## src/rtl/dmem_controller_if.sv

```systemverilog
// rtl/dmem_controller_if.sv - request/response and memory-side bundle for dmem_controller
//
// Port summary (directions as seen by the controller, modport slave):
//   init_done                          out  zero-fill complete
//   pN_valid/pN_write/pN_addr/pN_wdata in   request from port N (0 = LSU, 1 = DMA/debug)
//   pN_ready                           out  request accepted when valid & ready
//   pN_resp_valid/pN_rdata             out  one-cycle completion pulse and load data
//   mem_write/mem_addr/mem_in          out  to data_memory
//   mem_out                            in   from data_memory (combinational read)
// The master modport is the mirror image, used by requesters and the memory model.

interface dmem_controller_if #(
    parameter int ADDR_WIDTH = 32,
    parameter int DATA_WIDTH = 32
);
    logic                  init_done;

    logic                  p0_valid;
    logic                  p0_ready;
    logic                  p0_write;
    logic [ADDR_WIDTH-1:0] p0_addr;
    logic [DATA_WIDTH-1:0] p0_wdata;
    logic                  p0_resp_valid;
    logic [DATA_WIDTH-1:0] p0_rdata;

    logic                  p1_valid;
    logic                  p1_ready;
    logic                  p1_write;
    logic [ADDR_WIDTH-1:0] p1_addr;
    logic [DATA_WIDTH-1:0] p1_wdata;
    logic                  p1_resp_valid;
    logic [DATA_WIDTH-1:0] p1_rdata;

    logic                  mem_write;
    logic [ADDR_WIDTH-1:0] mem_addr;
    logic [DATA_WIDTH-1:0] mem_in;
    logic [DATA_WIDTH-1:0] mem_out;

    modport slave (
        output init_done,
        input  p0_valid, p0_write, p0_addr, p0_wdata,
        output p0_ready, p0_resp_valid, p0_rdata,
        input  p1_valid, p1_write, p1_addr, p1_wdata,
        output p1_ready, p1_resp_valid, p1_rdata,
        output mem_write, mem_addr, mem_in,
        input  mem_out
    );

    modport master (
        input  init_done,
        output p0_valid, p0_write, p0_addr, p0_wdata,
        input  p0_ready, p0_resp_valid, p0_rdata,
        output p1_valid, p1_write, p1_addr, p1_wdata,
        input  p1_ready, p1_resp_valid, p1_rdata,
        input  mem_write, mem_addr, mem_in,
        output mem_out
    );
endinterface

```

## src/rtl/dmem_controller.sv

```systemverilog
// rtl/dmem_controller.sv - zero-fill sequencer and two-port arbiter in front of data_memory
//
// Ports:
//   clk      in   single clock, rising edge
//   reset_n  in   asynchronous active-low reset
//   bus      slave side of dmem_controller_if (request ports 0/1, responses,
//            init_done and the data_memory write/address/data/read-data nets)
//
// After reset the first INIT_WORDS words are written with zero, one per cycle,
// then the request ports open. Accepted requests go through a two-stage pipe:
// access register A drives the memory, the response register returns data
// two cycles after the accept.

module dmem_controller #(
    parameter int ADDR_WIDTH = 32,
    parameter int DATA_WIDTH = 32,
    parameter int INIT_WORDS = 256
) (
    input  logic              clk,
    input  logic              reset_n,
    dmem_controller_if.slave  bus
);

    typedef enum logic {
        ST_INIT = 1'b0,
        ST_RUN  = 1'b1
    } state_t;

    localparam state_t                RESET_STATE = (INIT_WORDS == 0) ? ST_RUN : ST_INIT;
    localparam logic [ADDR_WIDTH-1:0] INIT_LAST   = ADDR_WIDTH'(INIT_WORDS - 1);

    state_t                state_q, state_d;
    logic [ADDR_WIDTH-1:0] ic_q, ic_d;
    logic                  last_q;

    // Access register A
    logic                  a_valid_q;
    logic                  a_port_q;
    logic                  a_write_q;
    logic [ADDR_WIDTH-1:0] a_addr_q;
    logic [DATA_WIDTH-1:0] a_wdata_q;

    // Response register
    logic                  r_valid_q;
    logic                  r_port_q;
    logic [DATA_WIDTH-1:0] r_data_q;

    // Last address/data driven to the memory, held while A is empty
    logic [ADDR_WIDTH-1:0] hold_addr_q;
    logic [DATA_WIDTH-1:0] hold_in_q;

    logic                  grant0, grant1, accept;
    logic                  drive;
    logic                  drv_write;
    logic [ADDR_WIDTH-1:0] drv_addr;
    logic [DATA_WIDTH-1:0] drv_in;

    always_ff @(posedge clk or negedge reset_n) begin
        if (!reset_n) begin
            state_q <= RESET_STATE;
        end else begin
            state_q <= state_d;
        end
    end

    always_comb begin
        state_d   = state_q;
        ic_d      = ic_q;
        grant0    = 1'b0;
        grant1    = 1'b0;
        drive     = 1'b0;
        drv_write = 1'b0;
        drv_addr  = hold_addr_q;
        drv_in    = hold_in_q;
        case (state_q)
            ST_INIT: begin
                drive     = 1'b1;
                drv_write = 1'b1;
                drv_addr  = ic_q;
                drv_in    = '0;
                ic_d      = ic_q + ADDR_WIDTH'(1);
                if (ic_q == INIT_LAST) begin
                    state_d = ST_RUN;
                end
            end
            ST_RUN: begin
                // A lone requester always wins; on contention the port that
                // did not win last time goes first.
                grant0 = bus.p0_valid & (~bus.p1_valid | last_q);
                grant1 = bus.p1_valid & (~bus.p0_valid | ~last_q);
                if (a_valid_q) begin
                    drive     = 1'b1;
                    drv_write = a_write_q;
                    drv_addr  = a_addr_q;
                    drv_in    = a_wdata_q;
                end
            end
            default: begin
                state_d = ST_INIT;
            end
        endcase
    end

    assign accept = grant0 | grant1;

    // The state register sits in RUN during reset when INIT_WORDS is 0, and
    // in INIT (which asserts a write) otherwise, so ready and mem_write are
    // forced low directly from reset_n.
    assign bus.p0_ready  = reset_n & grant0;
    assign bus.p1_ready  = reset_n & grant1;
    assign bus.mem_write = reset_n & drv_write;
    assign bus.mem_addr  = drv_addr;
    assign bus.mem_in    = drv_in;
    assign bus.init_done = (state_q == ST_RUN);

    always_ff @(posedge clk or negedge reset_n) begin
        if (!reset_n) begin
            ic_q        <= '0;
            last_q      <= 1'b1;
            a_valid_q   <= 1'b0;
            a_port_q    <= 1'b0;
            a_write_q   <= 1'b0;
            a_addr_q    <= '0;
            a_wdata_q   <= '0;
            r_valid_q   <= 1'b0;
            r_port_q    <= 1'b0;
            r_data_q    <= '0;
            hold_addr_q <= '0;
            hold_in_q   <= '0;
        end else begin
            ic_q      <= ic_d;
            a_valid_q <= accept;
            if (accept) begin
                last_q    <= grant1;
                a_port_q  <= grant1;
                a_write_q <= grant1 ? bus.p1_write : bus.p0_write;
                a_addr_q  <= grant1 ? bus.p1_addr  : bus.p0_addr;
                a_wdata_q <= grant1 ? bus.p1_wdata : bus.p0_wdata;
            end
            r_valid_q <= a_valid_q;
            if (a_valid_q) begin
                r_port_q <= a_port_q;
                r_data_q <= a_write_q ? '0 : bus.mem_out;
            end
            if (drive) begin
                hold_addr_q <= drv_addr;
                hold_in_q   <= drv_in;
            end
        end
    end

    assign bus.p0_resp_valid = r_valid_q & ~r_port_q;
    assign bus.p1_resp_valid = r_valid_q &  r_port_q;
    assign bus.p0_rdata      = (r_valid_q & ~r_port_q) ? r_data_q : '0;
    assign bus.p1_rdata      = (r_valid_q &  r_port_q) ? r_data_q : '0;

endmodule

```

## src/flat_wrapper.sv

```systemverilog
// flat-port wrapper written by rule: the top's interface ports become plain ports
module dmem_controller_flat 
#(
    parameter int ADDR_WIDTH = 32,
    parameter int DATA_WIDTH = 32,
    parameter int INIT_WORDS = 256
)
  (clk, reset_n, bus_init_done, bus_p0_valid, bus_p0_write, bus_p0_addr, bus_p0_wdata, bus_p0_ready, bus_p0_resp_valid, bus_p0_rdata, bus_p1_valid, bus_p1_write, bus_p1_addr, bus_p1_wdata, bus_p1_ready, bus_p1_resp_valid, bus_p1_rdata, bus_mem_write, bus_mem_addr, bus_mem_in, bus_mem_out);
  dmem_controller_if #(.ADDR_WIDTH(ADDR_WIDTH), .DATA_WIDTH(DATA_WIDTH)) bus_i ();
  input  logic clk;
  input  logic reset_n;
  output wire logic [$bits(bus_i.init_done)-1:0] bus_init_done;
  input wire logic [$bits(bus_i.p0_valid)-1:0] bus_p0_valid;
  input wire logic [$bits(bus_i.p0_write)-1:0] bus_p0_write;
  input wire logic [$bits(bus_i.p0_addr)-1:0] bus_p0_addr;
  input wire logic [$bits(bus_i.p0_wdata)-1:0] bus_p0_wdata;
  output wire logic [$bits(bus_i.p0_ready)-1:0] bus_p0_ready;
  output wire logic [$bits(bus_i.p0_resp_valid)-1:0] bus_p0_resp_valid;
  output wire logic [$bits(bus_i.p0_rdata)-1:0] bus_p0_rdata;
  input wire logic [$bits(bus_i.p1_valid)-1:0] bus_p1_valid;
  input wire logic [$bits(bus_i.p1_write)-1:0] bus_p1_write;
  input wire logic [$bits(bus_i.p1_addr)-1:0] bus_p1_addr;
  input wire logic [$bits(bus_i.p1_wdata)-1:0] bus_p1_wdata;
  output wire logic [$bits(bus_i.p1_ready)-1:0] bus_p1_ready;
  output wire logic [$bits(bus_i.p1_resp_valid)-1:0] bus_p1_resp_valid;
  output wire logic [$bits(bus_i.p1_rdata)-1:0] bus_p1_rdata;
  output wire logic [$bits(bus_i.mem_write)-1:0] bus_mem_write;
  output wire logic [$bits(bus_i.mem_addr)-1:0] bus_mem_addr;
  output wire logic [$bits(bus_i.mem_in)-1:0] bus_mem_in;
  input wire logic [$bits(bus_i.mem_out)-1:0] bus_mem_out;
  assign bus_init_done = bus_i.init_done;
  assign bus_i.p0_valid = bus_p0_valid;
  assign bus_i.p0_write = bus_p0_write;
  assign bus_i.p0_addr = bus_p0_addr;
  assign bus_i.p0_wdata = bus_p0_wdata;
  assign bus_p0_ready = bus_i.p0_ready;
  assign bus_p0_resp_valid = bus_i.p0_resp_valid;
  assign bus_p0_rdata = bus_i.p0_rdata;
  assign bus_i.p1_valid = bus_p1_valid;
  assign bus_i.p1_write = bus_p1_write;
  assign bus_i.p1_addr = bus_p1_addr;
  assign bus_i.p1_wdata = bus_p1_wdata;
  assign bus_p1_ready = bus_i.p1_ready;
  assign bus_p1_resp_valid = bus_i.p1_resp_valid;
  assign bus_p1_rdata = bus_i.p1_rdata;
  assign bus_mem_write = bus_i.mem_write;
  assign bus_mem_addr = bus_i.mem_addr;
  assign bus_mem_in = bus_i.mem_in;
  assign bus_i.mem_out = bus_mem_out;
  dmem_controller #(.ADDR_WIDTH(ADDR_WIDTH), .DATA_WIDTH(DATA_WIDTH), .INIT_WORDS(INIT_WORDS)) u_core (.clk(clk), .reset_n(reset_n), .bus(bus_i));
endmodule
```

## config.mk

```make
export PLATFORM = sky130hd
export DESIGN_NAME = dmem_controller_flat
export DESIGN_NICKNAME = d
export VERILOG_FILES = /design/src/rtl/dmem_controller_if.sv /design/src/rtl/dmem_controller.sv /design/src/flat_wrapper.sv
export SDC_FILE = /design/constraint.sdc
export NUM_CORES = 1
export LEC_CHECK = 0
export CORE_MARGIN = 8
export CORE_UTILIZATION = 42
export CTS_CLUSTER_DIAMETER = 50
export DETAILED_ROUTE_END_ITERATION = 6
export GPL_ROUTABILITY_DRIVEN = 1
export GPL_TIMING_DRIVEN = 0
export MAX_ROUTING_LAYER = met4
export PLACE_DENSITY = 0.77
export SYNTH_ARGS = -nofsm -noshare
export SYNTH_HDL_FRONTEND = slang
export SYNTH_SLANG_ARGS = --single-unit
```

## constraint.sdc

```tcl
create_clock -name clk -period 1.55 [get_ports clk]
set_clock_uncertainty 0.05 [all_clocks]
set_input_delay 0.155 -clock clk [delete_from_list [all_inputs] [get_ports clk]]
set_output_delay 0.155 -clock clk [all_outputs]
set_load 0.01 [all_outputs]
```

==> results of run 1 <==
cells by family after synthesis:
group,count (synthesis),synth area share (%)
buffers and inverters,126,5.529
DFF,199,52.53
adders and majority gates,1,0.1319
muxes,113,11.96
and+or+nand+nor,314,17.04
xor gates and xnor gates,31,2.864
AOI/OAI and AO/OA,168,9.950
state kept, by name (all words and copies together) (netlist names), 32 cells and up:
| name | flops |
|---|---|
| u_core.hold_addr_q | 32 |
| u_core.hold_in_q | 32 |
| u_core.a_wdata_q | 32 |
| u_core.r_data_q | 32 |
| u_core.a_addr_q | 32 |
| u_core.ic_q | 32 |
area by class of cell:
| cell class | count | area, sq um | share of cell area, % |
|---|---|---|---|
| timing repair buffer | 407 | 4056 | 25.02 |
| sequential | 199 | 4989 | 30.77 |
| antenna | 1 | 2.502 | 0.01544 |
| clock inverter | 13 | 182.7 | 1.127 |
| multi-input combinational | 627 | 5221 | 32.21 |
| buffer | 66 | 755.7 | 4.662 |
| inverter | 54 | 205.2 | 1.266 |
| clock buffer | 19 | 442.9 | 2.732 |
| tap | 285 | 356.6 | 2.200 |
path summary, 6_finish.rpt:
path,from,end,slack [ns],depth (start not counted)
min,reset_n,u_core.a_addr_q[25],-0.33,1
min reg2reg,u_core.a_addr_q[16],u_core.a_addr_q[16],0.44,2
max reg2reg,u_core.bus.init_done,u_core.a_addr_q[9],-0.26,9
min in group clk,bus_mem_out[26],u_core.r_data_q[26],0.25,3
max in group asynchronous,reset_n,u_core.ic_q[0],0.90,2
max,u_core.a_valid_q,bus_mem_in[21],-0.60,7
layer usage:
metal	part of all wire, %	track usage, %	routed length, um	vias to the layer above
li1	-	-	-	4094
met1	38	27.75	14430	4682
met2	52	40.36	19500	492
met3	6.3	5.752	2370	92
met4	3.7	9.322	1389	0
met5	0	-	0	-
power groups by stage:
stage	combinational [mW]	clock (mW)	sequential, mW
final	0.657	4.79	5.19
after CTS	0.602	4.81	5.19
after detailed placement	0.594	0	5.29
after global placement	0.579	0	5.29
after floorplan	0.0351	0	5.29
after global routing	0.702	5.04	5.19
cells in the mapped netlist (all sizes together), types with 6 or more instances:
cell    instances  area [sq um]
nand2          65         244.0
and3           34         212.7
nand3          14         70.07
nor2          104         390.4
nand4          14         102.6
mux2i         111          1111
buf            33         173.9
dfrtp         198          4955
clkbuf         39         147.6
inv            54         202.7
a222oi         18         180.2
and2           36         225.2
o21ai          81         405.4
xnor2          28         245.2
a21oi          66         334.1
nand3b         33         247.7
nor4            6         67.56
what timing repair did:
action | 4_1_cts | 5_1_grt
resized for setup | 531 | 566
endpoints found under the setup margin | 300 | 267
gates cloned | 3 | 15
pin swaps | 12 | 48
endpoints found under the hold margin | 114 | 114
setup buffers | 32 | 65
worst max-delay path: cells and delay by family, from the launching register on:
family | cells | cell delay, ns
buffers and inverters | 5 | 0.78
DFF | 1 | 0.41
muxes | 1 | 0.18
and+or+nand+nor | 1 | 0.14
stage by stage:
stage / hold slack, ns / setup WS [ns]
finish: -0.3264 / -0.5992
global route: -0.2922 / -0.6501
CTS: -0.3184 / -0.5254
detailed placement: 0.2565 / -1.167
global placement: 0.3111 / -8.125
floorplan: -0.1906 / 0.01354
==> metrics.txt, run 1 <==
setup TNS -59.00 ns; GP Congestion 0.8686; post-layout util 72.26%; row cnt 55; first-pass iteration count of the detailed router 6; routed vias 9,360; # nets final 1,539; antenna-violating nets left 0; initial antenna violation count 1; switching share of power roughly 22%; internal power 8.250 mW; Via density ~5.6; Final Cell Area between 0.015 and 0.02 sq mm; Max VDD drop 0.6756 mV; Die Ht 166.3 um; PD cells between 600 and 700 mW/mm^2; Clk network pwr share 45.1%; total wire length 37,690 um; crit path DAT around 1.9 ns; Setup CP Type flop to output pin; Seq/Total Area, Yosys 52.53%; total power 10.64 mW; failing checks negative hold slack, negative setup slack; Relative slew margins 55.93%; fmax 465.3 MHz; Gate Count Post-Synth 952; clock slew at reported path FFs 0.08 ns; combinational group share of total power 6.2%; Initial Utilization 42.26%; largest stage delay on the critical path 0.41 ns; most frequent cells in the layout dfrtp_1, clkdlybuf4s50_1, buf_6; Die W 166.3 um; final worst slack -0.5992 ns; Tightest Pin Transition 0.6611 ns; Cell Chain, Critical Path buf_8 -> buf_12 -> clkbuf_16 -> buf_6 -> mux2i_4 -> nor2_1 -> buf_2; Max Cap Violations 0; net load switching power between 2 and 2.5 mW; Final min period about 2.1 ns; netlist area before placement 0.009482 sq mm; Startpoint Class flop; Hold/Removal Path Class input pin to asynchronous set/reset pin; asr flop ratio synth 100.0%; #FFs+latches synth 199; Post-Synthesis Mean Instance Area 9.960 sq um; CTS tree done; status finished with violations; Slew Limit Fails 0; Synth cell types 38; Placeable Area approximately 0.022 sq mm; FILL cells roughly 1,400; endpoints failing hold roughly 110; Layout Cells excl Fill 1,671; DR iter-0 viols 749; TritonCTS Buffers 17; HPWL after DPL 23,460 um; Flop pwr share 48.8%; number of synthesized flops with an enable pin 0; Clock Tree Root clkbuf_16; first-pass GRT wire length 51,250 um; Global Route Usage Sum 24.10%; final period utilization 138.7%; share of layout cells above drive strength 1 37.91%; CTS sink count between 150 and 200; Clock Latency Late Sink between 0.4 and 0.5 ns; number of buffers added on ports 299; clk buf depth 2; pin count of the biggest net entering global routing approximately 120; Top FF cell, synth dfrtp_1; # IOs 300; Post-DP Area 0.01287 sq mm; slowest cell on the critical path dfrtp_1; P&R area growth vs syn 70.98%; die footprint 0.02764 sq mm; P_leak 7.227 nW; DR WL/cell 22.56 um; RSZ-0062 raised after global routing true; Hold Worst Slack -0.3264 ns; Syn Nets 1,119; Worst Path Max Fanout 8; GRT overflow 0; CP required 1.34 ns; Synth warnings 0; # DRC 0; Setup-failing EPs final 225; Crit. End Element output pin; H-tree lvl count 4; number of global-route vias before repair 9,099; placed cells around 1,500; most common cell after layout, fill and taps aside dfrtp_1
(Power assumes the default switching activity.)
==> inputs of run 2 (changes only) <==
--- a/config.mk
+++ b/config.mk
@@ -5,7 +5,6 @@
 export SDC_FILE = /design/constraint.sdc
 export NUM_CORES = 1
 export LEC_CHECK = 0
-export CORE_MARGIN = 8
 export CORE_UTILIZATION = 42
 export CTS_CLUSTER_DIAMETER = 50
 export DETAILED_ROUTE_END_ITERATION = 6
==> run 2 against run 1 <==
Effect of this change:
- the flow finishes with violations (design-rule violations, negative hold slack, negative setup slack)
- sequential share of layout area down 1.3 points
- clock power fell by 4.4%
- final cell count rose by 0.18%
- die area shrank 16%
- power down 2.0%
- fmax rose by 1.5%
- routed wire length fell by 1.9%
- first-iteration DRC count decreased by 7.1%
- global-route usage rose by 4.8 points
- design area is 4.3% higher
- utilization rose by 4.8 points
- critical path depth decreased by 1
- critical path type unchanged
- largest power group unchanged
==> metrics.txt, run 2 (same netlist as run 1, synthesis figures left out) <==
status finished with violations (unchanged); failing checks design-rule violations, negative hold slack, negative setup slack (was negative hold slack, negative setup slack); Setup CP Type flop to output pin (unchanged); Startpoint Class flop (unchanged); Flop pwr share 49.8% (was 48.8%); slowest cell on the critical path dfrtp_2 (was dfrtp_1); first-pass iteration count of the detailed router 7 (was 6); first-pass GRT wire length 50,450 um (was 51,250 um); antenna-violating nets left 0 (unchanged); # nets final 1,546 (was 1,539); PD cells 616.2 mW/mm^2 (was 656.1 mW/mm^2); Crit. End Element output pin (unchanged); CP delay by family, top flip-flops (was buffers and inverters); HPWL after DPL 21,240 um (was 23,460 um); row cnt 54 (was 55); Max VDD drop 0.6824 mV (was 0.6756 mV); Hold/Removal Path Class input pin to asynchronous set/reset pin (unchanged); GRT overflow 0 (unchanged); Die Ht 152.3 um (was 166.3 um); CTS sink count 199 (unchanged); Setup-failing EPs final 232 (was 225); DR WL/cell 22.09 um (was 22.56 um); TritonCTS Buffers 17 (unchanged); Final min period 2.117 ns (was 2.149 ns); Placeable Area 0.02196 sq mm (was 0.02243 sq mm); CP required 1.34 ns (about the same); clk buf depth 2 (unchanged); setup TNS -66.52 ns (was -59.00 ns); R2R Path Start u_core.ic_q[4] (was u_core.bus.init_done); crit path from u_core.r_valid_q (was u_core.a_valid_q); # IOs 300 (unchanged); FILL cells 1,216 (was 1,417); Die W 152.3 um (was 166.3 um); GP Congestion 0.8887 (was 0.8686); FF+latch area 0.004987 sq mm (was 0.004989 sq mm); Slew Limit Fails 0 (unchanged); Cell Chain, Critical Path nor2b_4 -> buf_12 -> buf_8 -> buf_6 -> and2_1 -> buf_2 (was buf_8 -> buf_12 -> clkbuf_16 -> buf_6 -> mux2i_4 -> nor2_1 -> buf_2); Clock Latency Late Sink 0.43 ns (was 0.44 ns); P_leak 7.401 nW (was 7.227 nW); largest stage delay on the critical path 0.53 ns (was 0.41 ns); total wire length 36,980 um (was 37,690 um); Worst Path Max Fanout 8 (unchanged); pin count of the biggest net entering global routing 106 (was 118); placed cells 1,532 (was 1,537); fmax 472.3 MHz (was 465.3 MHz); DR iter-0 viols 696 (was 749); H-tree lvl count 4 (unchanged); most common cell after layout, fill and taps aside dfrtp_1 (unchanged); share of layout cells above drive strength 1 43.21% (was 37.91%); routed vias 9,383 (was 9,360); most frequent cells in the layout dfrtp_1, clkdlybuf4s50_1, buf_6 (unchanged); number of global-route vias before repair 9,164 (was 9,099); Tightest Pin Transition 0.5548 ns (was 0.6611 ns); Initial Utilization 43.18% (was 42.26%); final period utilization 136.6% (was 138.7%); clock slew at reported path FFs 0.08 ns (about the same); Relative slew margins 63.01% (was 55.93%); Layout Cells excl Fill 1,674 (was 1,671); RSZ-0062 raised after global routing true (unchanged); combinational group share of total power 6.3% (was 6.2%); crit path DAT 1.91 ns (was 1.94 ns); net load switching power 2.382 mW (was 2.387 mW); multi-input logic area 0.005675 sq mm (was 0.005221 sq mm); Clock Tree Root clkbuf_16 (unchanged); switching share of power 22.85% (was 22.44%); internal power 8.040 mW (was 8.250 mW); WP buf/inv 4 (was 5); Clk network pwr share 43.9% (was 45.1%); CTS tree done (unchanged); Hold Worst Slack -0.4095 ns (was -0.3264 ns); final worst slack -0.5672 ns (was -0.5992 ns); Global Route Usage Sum 28.88% (was 24.10%); number of buffers added on ports 299 (unchanged); P&R area growth vs syn 78.37% (was 70.98%); Via density 5.605 (was 5.601); die footprint 0.02318 sq mm (was 0.02764 sq mm); initial antenna violation count 3 (was 1); endpoints failing hold 97 (was 114); # DRC 31 (was 0); Max Cap Violations 0 (unchanged)
## run 2: cell count changes in the layout (fill, tap and decap cells not counted), sizes merged
cell           delta
clkinv            +2
dlygate4sd2       -6
bufinv            -1
diode             +2
clkbuf           -14
clkdlybuf4s15     +7
buf              +18
## run 2: worst paths after layout
path | to | slack (ns) | cells past startpoint
setup / recovery | bus_p0_rdata[17] | -0.57 | 6
hold / removal | u_core.a_wdata_q[3] | -0.41 | 1
setup reg to reg | u_core.ic_q[31] | -0.30 | 5
hold reg to reg | u_core.a_addr_q[17] | 0.45 | 2
max in group asynchronous | u_core.r_data_q[25] | 0.94 | 2
min in group clk | u_core.r_data_q[11] | 0.26 | 3
## run 2: worst register-to-register path: stages (launching register included)
cell	delay, ns
dfrtp_1	0.46
nand3_1	0.27
nor4_4	0.48
buf_6	0.20
nand4_1	0.13
xnor2_1	0.16
## run 2: layout make-up
class / instances / area share [%]
well taps: 280 / 2.071
clock inverters: 14 / 0.9765
diodes: 3 / 0.04439
plain buffers: 64 / 4.491
inverters: 54 / 1.221
flip-flops and latches: 199 / 29.49
repair buffers: 416 / 25.63
clock buffers: 17 / 2.515
multi-input cells: 627 / 33.56
## run 2: routing by layer
metal | vias to the layer above | part of all wire, % | GRT usage [%]
li1 | 4142 | - | -
met2 | 467 | 52 | 49.16
met3 | 105 | 6.0 | 4.693
met1 | 4669 | 38 | 34.23
met4 | 0 | 4.3 | 11.42
met5 | - | 0 | -
## run 2: timing repair
action                     in CTS  in global routing
cloned                         10                  9
hold endpoints to repair       97                 97
resized for setup             875                389
pin swaps                      27                 46
buffers inserted               64                 47
setup endpoints to repair     307                278
## run 2: metrics by stage
| stage | utilization (%) | worst slack [ns] | hold WS [ns] | instance area (sq um) | power, mW |
|---|---|---|---|---|---|
| after floorplan | - | 0.01354 | -0.1906 | 9490 | 5.327 |
| after global placement | 58.44 | -8.032 | 0.3357 | 12830 | 5.876 |
| after detailed placement | 58.59 | -1.115 | 0.1865 | 12870 | 5.886 |
| after CTS | 69.57 | -0.4736 | -0.3668 | 15280 | 10.41 |
| after global routing | 77.02 | -0.5988 | -0.3775 | 16910 | 10.71 |
| final | 77.02 | -0.5672 | -0.4095 | 16910 | 10.42 |
## run 2: power groups by stage
stage | Combinational (mW) | Clock (mW) | Sequential [mW]
after global routing | 0.703 | 4.82 | 5.19
after global placement | 0.581 | 0 | 5.29
final | 0.659 | 4.58 | 5.19
after CTS | 0.644 | 4.57 | 5.19
after floorplan | 0.0351 | 0 | 5.29
after detailed placement | 0.596 | 0 | 5.29
